<file path="config.mk">
export PLATFORM = sky130hd
export DESIGN_NAME = spi_master
export DESIGN_NICKNAME = d
export VERILOG_FILES = /design/src/rtl/spi_pkg.sv /design/src/rtl/spi_sck_gen.sv /design/src/rtl/spi_master.sv
export SDC_FILE = /design/constraint.sdc
export NUM_CORES = 1
export LEC_CHECK = 0
export CORE_ASPECT_RATIO = 1.25
export CORE_MARGIN = 1
export CORE_UTILIZATION = 49
export DETAILED_ROUTE_END_ITERATION = 16
export GPL_TIMING_DRIVEN = 0
export PLACE_DENSITY = 0.81
export SYNTH_ARGS = -nofsm -noshare
export SYNTH_HDL_FRONTEND = slang
export SYNTH_SLANG_ARGS = --single-unit
</file>
<file path="constraint.sdc">
create_clock -name clk -period 2.1 [get_ports clk]
set_input_delay 0.63 -clock clk [delete_from_list [all_inputs] [get_ports clk]]
set_output_delay 0.63 -clock clk [all_outputs]
set_load 0.02 [all_outputs]
</file>
<file path="src/rtl/spi_pkg.sv">
// Shared types and constants for the mode-0 SPI master.
package spi_pkg;
  localparam int SPI_BITS = 8;
  localparam int CNT_W    = 8;

  typedef enum logic [2:0] {
    IDLE,
    SETUP,
    SHIFT,
    NEXT,
    HOLD,
    GAP
  } spi_state_e;
endpackage

</file>
<file path="src/rtl/spi_sck_gen.sv">
// SCK generator: CLK_DIV clk cycles per half-period, idles low whenever not running.
// Edge ticks are high in the cycle whose closing clk edge toggles SCK.
module spi_sck_gen
  import spi_pkg::*;
#(
  parameter int CLK_DIV = 4
) (
  input  logic clk,
  input  logic rst,
  input  logic run,
  input  logic restart,
  output logic SCK,
  output logic rise_tick,
  output logic fall_tick
);

  logic [CNT_W-1:0] hp_cnt;
  logic             tick;

  assign tick      = run && (hp_cnt == CNT_W'(CLK_DIV - 1));
  assign rise_tick = tick && !SCK;
  assign fall_tick = tick && SCK;

  always_ff @(posedge clk) begin
    if (rst || restart || !run) begin
      hp_cnt <= '0;
      SCK    <= 1'b0;
    end else if (tick) begin
      hp_cnt <= '0;
      SCK    <= ~SCK;
    end else begin
      hp_cnt <= hp_cnt + 1'b1;
    end
  end

endmodule

</file>
<file path="src/rtl/spi_master.sv">
// Mode-0 (CPOL=0, CPHA=0) SPI master, MSB first, byte-wide valid/ready fabric side.
// SSEL stays low across bytes until a byte tagged last has been shifted.
module spi_master
  import spi_pkg::*;
#(
  parameter int CLK_DIV = 4,
  parameter int CS_GAP  = 4
) (
  input  logic                clk,
  input  logic                rst,
  input  logic [SPI_BITS-1:0] tx_data,
  input  logic                tx_last,
  input  logic                tx_valid,
  output logic                tx_ready,
  output logic [SPI_BITS-1:0] rx_data,
  output logic                rx_valid,
  output logic                busy,
  output logic                SCK,
  output logic                MOSI,
  input  logic                MISO,
  output logic                SSEL
);

  spi_state_e          state, state_n;
  logic [SPI_BITS-1:0] tx_shift, rx_shift, rx_next;
  logic [2:0]          bitcnt;
  logic [CNT_W-1:0]    gap_cnt;
  logic                last_q, idle_ok;
  logic                miso_s1, miso_s2;
  logic [1:0]          smp_pipe;
  logic                accept, gap_done, run, rise_tick, fall_tick;

  assign accept   = tx_valid && tx_ready;
  assign gap_done = (gap_cnt == CNT_W'(CS_GAP - 1));
  assign run      = (state == SHIFT);
  assign busy     = (state != IDLE);

  // MISO is captured two cycles after the SCK rising tick so the sampled bit is
  // the pin value at the rising edge, independent of the synchronizer delay.
  assign rx_next = smp_pipe[1] ? {rx_shift[SPI_BITS-2:0], miso_s2} : rx_shift;

  spi_sck_gen #(.CLK_DIV(CLK_DIV)) u_sck (
    .clk      (clk),
    .rst      (rst),
    .run      (run),
    .restart  (accept),
    .SCK      (SCK),
    .rise_tick(rise_tick),
    .fall_tick(fall_tick)
  );

  always_comb begin
    state_n  = state;
    tx_ready = 1'b0;
    case (state)
      IDLE: begin
        tx_ready = idle_ok;
        if (tx_valid && idle_ok) state_n = SETUP;
      end
      SETUP: if (gap_done) state_n = SHIFT;
      SHIFT: if (fall_tick && bitcnt == 3'd7) state_n = last_q ? HOLD : NEXT;
      NEXT: begin
        tx_ready = 1'b1;
        if (tx_valid) state_n = SHIFT;
      end
      HOLD:    if (gap_done) state_n = GAP;
      GAP:     if (gap_done) state_n = IDLE;
      default: state_n = IDLE;
    endcase
  end

  always_ff @(posedge clk) begin
    if (rst) begin
      state    <= IDLE;
      SSEL     <= 1'b1;
      MOSI     <= 1'b0;
      rx_valid <= 1'b0;
      rx_data  <= '0;
      rx_shift <= '0;
      tx_shift <= '0;
      bitcnt   <= '0;
      gap_cnt  <= '0;
      last_q   <= 1'b0;
      idle_ok  <= 1'b0;
      miso_s1  <= 1'b0;
      miso_s2  <= 1'b0;
      smp_pipe <= '0;
    end else begin
      state    <= state_n;
      miso_s1  <= MISO;
      miso_s2  <= miso_s1;
      smp_pipe <= {smp_pipe[0], rise_tick};
      rx_shift <= rx_next;
      rx_valid <= 1'b0;

      if (state_n != state) gap_cnt <= '0;
      else if (!gap_done)   gap_cnt <= gap_cnt + 1'b1;

      if (accept) begin
        tx_shift <= tx_data;
        last_q   <= tx_last;
        bitcnt   <= '0;
        MOSI     <= tx_data[SPI_BITS-1];
        SSEL     <= 1'b0;
      end

      if (fall_tick) begin
        bitcnt <= bitcnt + 1'b1;
        if (bitcnt != 3'd7) begin
          tx_shift <= tx_shift << 1;
          MOSI     <= tx_shift[SPI_BITS-2];
        end else begin
          rx_data  <= rx_next;
          rx_valid <= 1'b1;
        end
      end

      if (state == HOLD && gap_done) SSEL <= 1'b1;
      if (state == GAP && gap_done) begin
        MOSI    <= 1'b0;
        idle_ok <= 1'b1;
      end
      // After reset the select must still stay high CS_GAP cycles before a message.
      if (state == IDLE && !idle_ok && gap_done) idle_ok <= 1'b1;
    end
  end

endmodule

</file>
==> results of run 1 <==
[state kept, by name (all words and copies together), names as in the netlist]
signal	cells
rx_data	8
u_sck.hp_cnt	8
u_sck.SCK	1
MOSI	1
state	3
gap_cnt	8
rx_valid	1
tx_shift	7
last_q	1
miso_s2	1
SSEL	1
idle_ok	1
bitcnt	3
miso_s1	1
smp_pipe	2
rx_shift	8
[cell families (layout without fill, tap and decap cells)]
family          Yosys count  in the layout
buf+inv                  17             55
compound gates           38             38
flops                    55             55
xor+xnor                 15             15
fa+ha+maj                 4              4
mux                      12             12
simple gates            117            117
[cell usage in the layout (no fill, tap or decap), types with 2 or more instances in the layout]
master	Yosys	routed
nand3b_1	4	4
ha_1	4	2
nor3_1	3	3
nor2_1	28	28
a21oi_4	0	2
o21ai_0	7	7
a21o_1	2	2
o21bai_1	6	6
o21ai_1	2	2
a31oi_1	7	7
nand2_1	31	31
ha_4	0	2
dfxtp_1	55	49
a21oi_1	8	7
clkdlybuf4s50_1	0	23
and3_1	4	4
clkbuf_8	0	5
xor2_1	12	12
clkbuf_1	9	6
mux2i_1	11	11
nand3_1	16	15
dfxtp_2	0	6
nor2b_1	5	5
clkbuf_2	0	3
nand2b_1	10	10
xnor2_1	3	3
inv_1	3	3
buf_4	1	9
[repair_timing]
action	CTS	global route
pin swaps	3	3
buffers inserted	2	2
hold buffers	0	0
endpoints found under the setup margin	40	28
cloned	0	0
gates resized for setup	28	10
[cells in the mapped netlist, drive strengths merged (4+ instances only)]
cell type | count | share of area [%]
a21oi | 9 | 2.1
a31oi | 7 | 1.9
and3 | 4 | 1.1
buf | 5 | 1.4
clkbuf | 9 | 1.4
dfxtp | 55 | 47
ha | 4 | 2.1
mux2i | 11 | 4.7
nand2 | 31 | 5.0
nand2b | 10 | 2.7
nand3 | 16 | 3.4
nand3b | 4 | 1.3
nor2 | 28 | 4.5
nor2b | 5 | 1.3
nor3 | 4 | 1.1
o21ai | 9 | 1.9
o21bai | 6 | 1.9
xor2 | 12 | 4.5
[layout make-up]
cell class                      count  area [µm²]  share of cell area (%)
Multi-Input combinational cell    186        1230                    42.8
Sequential cell                    55        1110                    38.6
Timing Repair Buffer               30         285                    9.93
Buffer                             14        82.6                    2.87
Clock buffer                        6        72.6                    2.53
Tap cell                           58        72.6                    2.53
Clock inverter                      2        12.5                   0.435
Inverter                            3        11.3                   0.392
[power by group through the flow]
stage	Sequential [mW]	Combinational, mW	Clock [mW]
floorplan	1.13	0.146	0
global placement	1.13	0.214	0
detailed placement	1.14	0.219	0
CTS	1.11	0.229	0.586
global route	1.13	0.261	0.624
finish	1.12	0.240	0.577
[through the flow]
step           setup slack (ps)  utilization, %  hold WS, ps
2_1_floorplan               122               -          414
3_3_place_gp               -465            59.5          419
3_5_place_dp               -486            59.5          429
4_1_cts                    4.38            62.7          452
5_1_grt                    18.9            64.0          471
6_report                   64.4            64.0          448
[per-layer routing]
metal	vias up	routed length (µm)	share of wire (%)	GRT usage, %
met5	-	0	0	0
met4	0	35	0.75	6.36
met3	2	133	2.8	3.88
met2	36	2360	50	35.3
met1	870	2160	46	23.1
li1	956	-	-	-
[worst max path at each step]
stage	to	slack, ps	cells after the start
4_1_cts	SCK	4	1
2_1_floorplan	gap_cnt[2]$_SDFFE_PP0N_	120	7
5_1_grt	tx_ready	20	3
3_5_place_dp	tx_shift[0]$_SDFF_PP0_	-490	5
3_3_place_gp	tx_shift[0]$_SDFF_PP0_	-470	5
6_report	tx_ready	60	3
==> impl_metrics.csv, run 1 <==
group,metric,value,unit
floorplanning,fp.dieW,63.8,µm
synthesis,synth_edf_count,0,
place,io_buffer_count,26,
synthesis,syn_inst,258,
timing,slew_headroom,63.5,%
critical_path,critical_path_class,"flip-flop to primary output",
synthesis,synth_warnings,0,
layout,fin_nets,312,
pwr,power_density,675,nW/µm²
critical_path,r2r_end,"gap_cnt[2]$_SDFFE_PP0N_",
drt,wirelength,4.69,mm
critical_path,worstRegToRegCells,6,
pwr,internal-power,1.44,mW
critical_path,crit_fanout,4,
timing,finalSetupTns,0,ps
global_route,track_usage,19.7,%
floorplanning,core_area,4490,µm²
pwr,worst_ir_drop_vdd,452,µV
layout,final_cell_area,2870,µm²
critical_path,cp_cell_sequence,"or3b_4 > a21oi_4 > buf_4",
synthesis,ys_ff_latch,55,
layout,n_antenna_cell,0,
drt,drtPass1Iterations,4,
place,place_inst,342,
timing,slew_violations,0,
global_route,grt_overflow,0,
min_path,hold_start,"miso_s1$_SDFF_PP0_",
synthesis,syn-num-nets,275,
cts,clkTransAtPathRegs,100,ps
synthesis,netlist_area,2340,µm²
cts,cts_tree,"yes",
synthesis,synthArstFlopShare,0,%
timing,setup-violations-final,0,
flow_run,cap_violations,0,
drt,drc,0,
cts,clk_latency,300,ps
min_path,min_path_type,"flip-flop to flip-flop",
floorplanning,fp.dieArea,5060,µm²
critical_path,crit_family,"simple AND/OR/NAND/NOR gates",
synthesis,syn_avg_cell_area,9.07,µm²
synthesis,yosys.cell_types.count,47,
critical_path,reg2reg_from,"gap_cnt[0]$_SDFFE_PP0N_",
synthesis,ys_seq_area_share,47.1,%
critical_path,startpoint_type,"flip-flop",
timing,clock_skew,7.28,ps
layout,area_growth,22.8,%
global_route,antenna_found_initial,0,
min_path,hold_path_end,"miso_s2$_SDFF_PP0_",
min_path,holdPathStages,1,
pwr,finalPower,1.94,mW
timing,rsz0062_at_grt,"no",
synthesis,synth-xor-area-share,5.61,%
cts,htreeDepth,2,
floorplanning,die_h,79.3,µm
pwr,leakagePower,1.02,nW
synthesis,synth_ff_type,"dfxtp_1",
timing,worst_pin_slew,548,ps
synthesis,synth_fa_ha_area_share,2.14,%
cts,cts_root_buf,"clkbuf_8",
place,gp_congestion,0.744,
drt,antenna_left,0,
critical_path,cpPeakStageDelay,430,ps
floorplanning,start_util,52.1,%
pwr,clkPwrFrac,29.7,%
pwr,seqPwrFrac,57.9,%
drt,drt_iter0_markers,104,
place,postPlaceCellArea,2670,µm²
critical_path,crit_required,1470,ps
critical_path,reg2reg_slack,110,ps
status,run_status,"finished, final reports clean",
critical_path,crit_buf_inv,1,
timing,max_freq,491,MHz
timing,min_period,2040,ps
global_route,grt_pass1_vias,1792,
critical_path,crit_start,"state[0]$_SDFF_PP0_",
timing,period_share,96.9,%
drt,vias,1864,
layout,fin_cells,354,
layout,fill_cells,373,
cts,cts_buffers,5,
layout,drive_gt1_share,14.5,%
timing,finalHoldViolCount,0,
floorplanning,pin_count,27,
floorplanning,rows,27,
critical_path,endpoint_kind,"primary output",
synthesis,synth.area.mux_share,5.19,%
synthesis,synth_top_family_by_area,"simple AND/OR/NAND/NOR gates",
synthesis,synth-compound-area-share,10.4,%
pwr,p_comb_share,12.4,%
pwr,p_sw,0.501,mW
global_route,grt_pass1_wl,7.80,mm
drt,wire_per_inst,13.2,µm
critical_path,critPathSlowestCell,"or3b_4",
cts,cts.path.max_buffers,2,
critical_path,cp.arrival,1410,ps
place,hpwl,3.23,mm
synthesis,synthSimpleGateAreaFrac,26.3,%
drt,viasPerCell,5.27,
cts,clock-sinks,55,
pwr,swShare,25.8,%
global_route,grt_start_max_net_pins,17,
No activity file was read; power rests on OpenSTA's default activity.
==> inputs of run 2 (changes only) <==
- CTS_CLUSTER_DIAMETER: unset -> 200
==> results of run 2 <==
Final layout, timing and power as in run 1 (identical DEF).
==> inputs of run 3 (changes only) <==
- CORE_MARGIN: 1 -> unset
- SYNTH_HIERARCHICAL: unset -> 1
==> run 3 against run 2 <==
Maximum frequency down 0.22%; clock-buffer cell count fell by 1; non-clock buffer count up 9; register-to-register slack hardly changed; die area increased by 0.15%; largest power group unchanged.
==> impl_metrics.csv, run 3 <==
group,metric,value,unit
status,run_status,"finished, final reports clean",
critical_path,cp.arrival,1410,ps
layout,drive_gt1_share,18.9,%
cts,clock-sinks,55,
timing,max_freq,490,MHz
synthesis,netlist_top_cells_count,"dfxtp_1 (55), nor2_1 (35), mux2i_1 (18)",
place,hpwl,3.05,mm
critical_path,crit_fanout,8,
critical_path,endpoint_kind,"primary output",
global_route,grt_pass1_vias,1797,
timing,fin_ws,60.0,ps
timing,clock_skew,8.43,ps
floorplanning,core_area,4490,µm²
flow_run,cap_violations,0,
critical_path,critical_path_class,"flip-flop to primary output",
place,dp_slack,-453,ps
synthesis,synth_edf_count,0,
place,io_buffer_count,26,
synthesis,synthTopCellsByArea,"dfxtp_1 (47%), mux2i_1 (7.7%), nor2_1 (5.6%)",
cts,clk_latency,310,ps
cts,cts_tree,"yes",
global_route,grt_start_max_net_pins,19,
layout,final_cell_mix,"dfxtp_1 (53), nor2_1 (35), clkdlybuf4s50_1 (23), mux2i_1 (18), a211oi_1 (15)",
timing,slew_headroom,63.9,%
pwr,finalPower,2.15,mW
timing,setup-violations-final,0,
pwr,p_sw,0.557,mW
global_route,antenna_found_initial,0,
layout,fin_nets,307,
pwr,clkPwrFrac,33.5,%
timing,worst_pin_slew,541,ps
synthesis,ys_ff_latch,55,
global_route,track_usage,20.7,%
synthesis,syn_avg_cell_area,9.60,µm²
critical_path,crit_required,1470,ps
floorplanning,start_util,52.2,%
pwr,worst_ir_drop_vdd,507,µV
drt,wirelength,4.93,mm
synthesis,yosys.cell_types.count,42,
layout,n_antenna_cell,0,
pwr,swShare,25.8,%
pwr,p_comb_share,14.4,%
synthesis,syn-num-nets,261,
floorplanning,rows,27,
synthesis,netlist_area,2340,µm²
drt,vias,1912,
drt,drtPass1Iterations,4,
pwr,leakagePower,1.15,nW
pwr,power_density,706,nW/µm²
layout,area_growth,30.2,%
cts,cts_buffers,5,
floorplanning,die_h,79.3,µm
timing,slew_violations,0,
synthesis,ys_seq_area_share,47.0,%
cts,htreeDepth,2,
critical_path,startpoint_type,"flip-flop",
pwr,seqPwrFrac,52.1,%
cts,clkTransAtPathRegs,100,ps
synthesis,synth_ff_type,"dfxtp_1",
drt,viasPerCell,5.48,
floorplanning,fp.dieW,63.9,µm
drt,drc,0,
synthesis,yosys.area.top_type,"dfxtp_1",
timing,min_period,2040,ps
layout,layout_commonest_cell,"dfxtp_1",
synthesis,synth_most_common_cell,"dfxtp_1",
timing,finalHoldViolCount,0,
floorplanning,pin_count,27,
synthesis,synth.top_cell.area_share,47.0,%
drt,drt_iter0_markers,46,
synthesis,syn_inst,244,
cts,cts.path.max_buffers,2,
drt,antenna_left,0,
place,gp_congestion,0.802,
global_route,grt_overflow,0,
drt,wire_per_inst,14.1,µm
synthesis,synthArstFlopShare,0,%
floorplanning,fp.dieArea,5060,µm²
global_route,grt_pass1_wl,8.03,mm
min_path,min_path_type,"flip-flop to flip-flop",
layout,fill_cells,348,
synthesis,synth_warnings,6,
cts,cts_root_buf,"clkbuf_8",
cts,cts_hold_buf,0,
timing,period_share,97.1,%
pwr,internal-power,1.60,mW
run 3: power by group through the flow:
stage                     Clock (mW)  Sequential [mW]  Combinational [mW]
final                          0.722             1.12               0.310
after global routing           0.794             1.13               0.338
after CTS                      0.733             1.12               0.295
after detailed placement           0             1.15               0.258
after global placement             0             1.15               0.255
after floorplan                    0             1.14               0.180
run 3: cell families (layout without fill, tap and decap cells):
kind of cell	count (synthesis)	count (layout)	synth area share (%)
AND/OR/NAND/NOR	97	97	23.0
flip-flops	55	55	47.0
AO/OA/AOI/OAI	39	39	12.1
buffers and inverters	20	67	4.00
multiplexers	18	18	7.69
XOR/XNOR	11	11	4.11
adder cells (fa/ha/maj)	4	4	2.14
run 3: final timing paths:
| path | from | end | slack (ps) | depth (start not counted) |
|---|---|---|---|---|
| setup / recovery | state[2]$_SDFF_PP0_ | busy | 60 | 3 |
| hold / removal | miso_s1$_SDFF_PP0_ | miso_s2$_SDFF_PP0_ | 450 | 1 |
| setup reg to reg | state[2]$_SDFF_PP0_ | state[0]$_SDFF_PP0_ | 100 | 8 |
| hold reg to reg | miso_s1$_SDFF_PP0_ | miso_s2$_SDFF_PP0_ | 450 | 1 |
run 3: cell type report:
type                            count  area [µm²]  share of cell area [%]
Buffer                             12        90.1                    2.95
Clock buffer                        5        68.8                    2.26
Clock inverter                      3        47.5                    1.56
Inverter                            6        30.0                   0.984
Multi-Input combinational cell    169        1250                    41.0
Sequential cell                    55        1110                    36.3
Tap cell                           58        72.6                    2.38
Timing Repair Buffer               41         384                    12.6
run 3: critical path, cell delays in order, from the launching register on:
cell,delay [ps]
dfxtp_2,350
buf_8,130
or3_1,360
clkdlybuf4s15_2,250
run 3: routing by layer:
| layer | wire length, µm | up-vias | GRT usage [%] |
|---|---|---|---|
| li1 | - | 949 | - |
| met1 | 2140 | 924 | 23.6 |
| met2 | 2570 | 28 | 36.3 |
| met3 | 130 | 11 | 4.89 |
| met4 | 93 | 0 | 9.09 |
| met5 | 0 | - | 0 |
run 3: stage by stage:
stage / hold WS, ps / utilization (%) / instance area (µm²) / TNS [ps] / instances
finish: 451 / 67.9 / 3050 / 0 / 349
global placement: 420 / 60.0 / 2700 / -9270 / 328
CTS: 452 / 66.1 / 2970 / 0 / 344
global route: 469 / 67.9 / 3050 / -5.18 / 349
floorplan: 414 / - / 2360 / 0 / 244
detailed placement: 428 / 60.0 / 2700 / -10700 / 328
run 3: what timing repair did:
| item | in CTS | in global routing |
|---|---|---|
| resized for setup | 25 | 17 |
| pin swaps | 3 | 5 |
| buffers inserted | 9 | 6 |
| setup endpoints to repair | 33 | 24 |
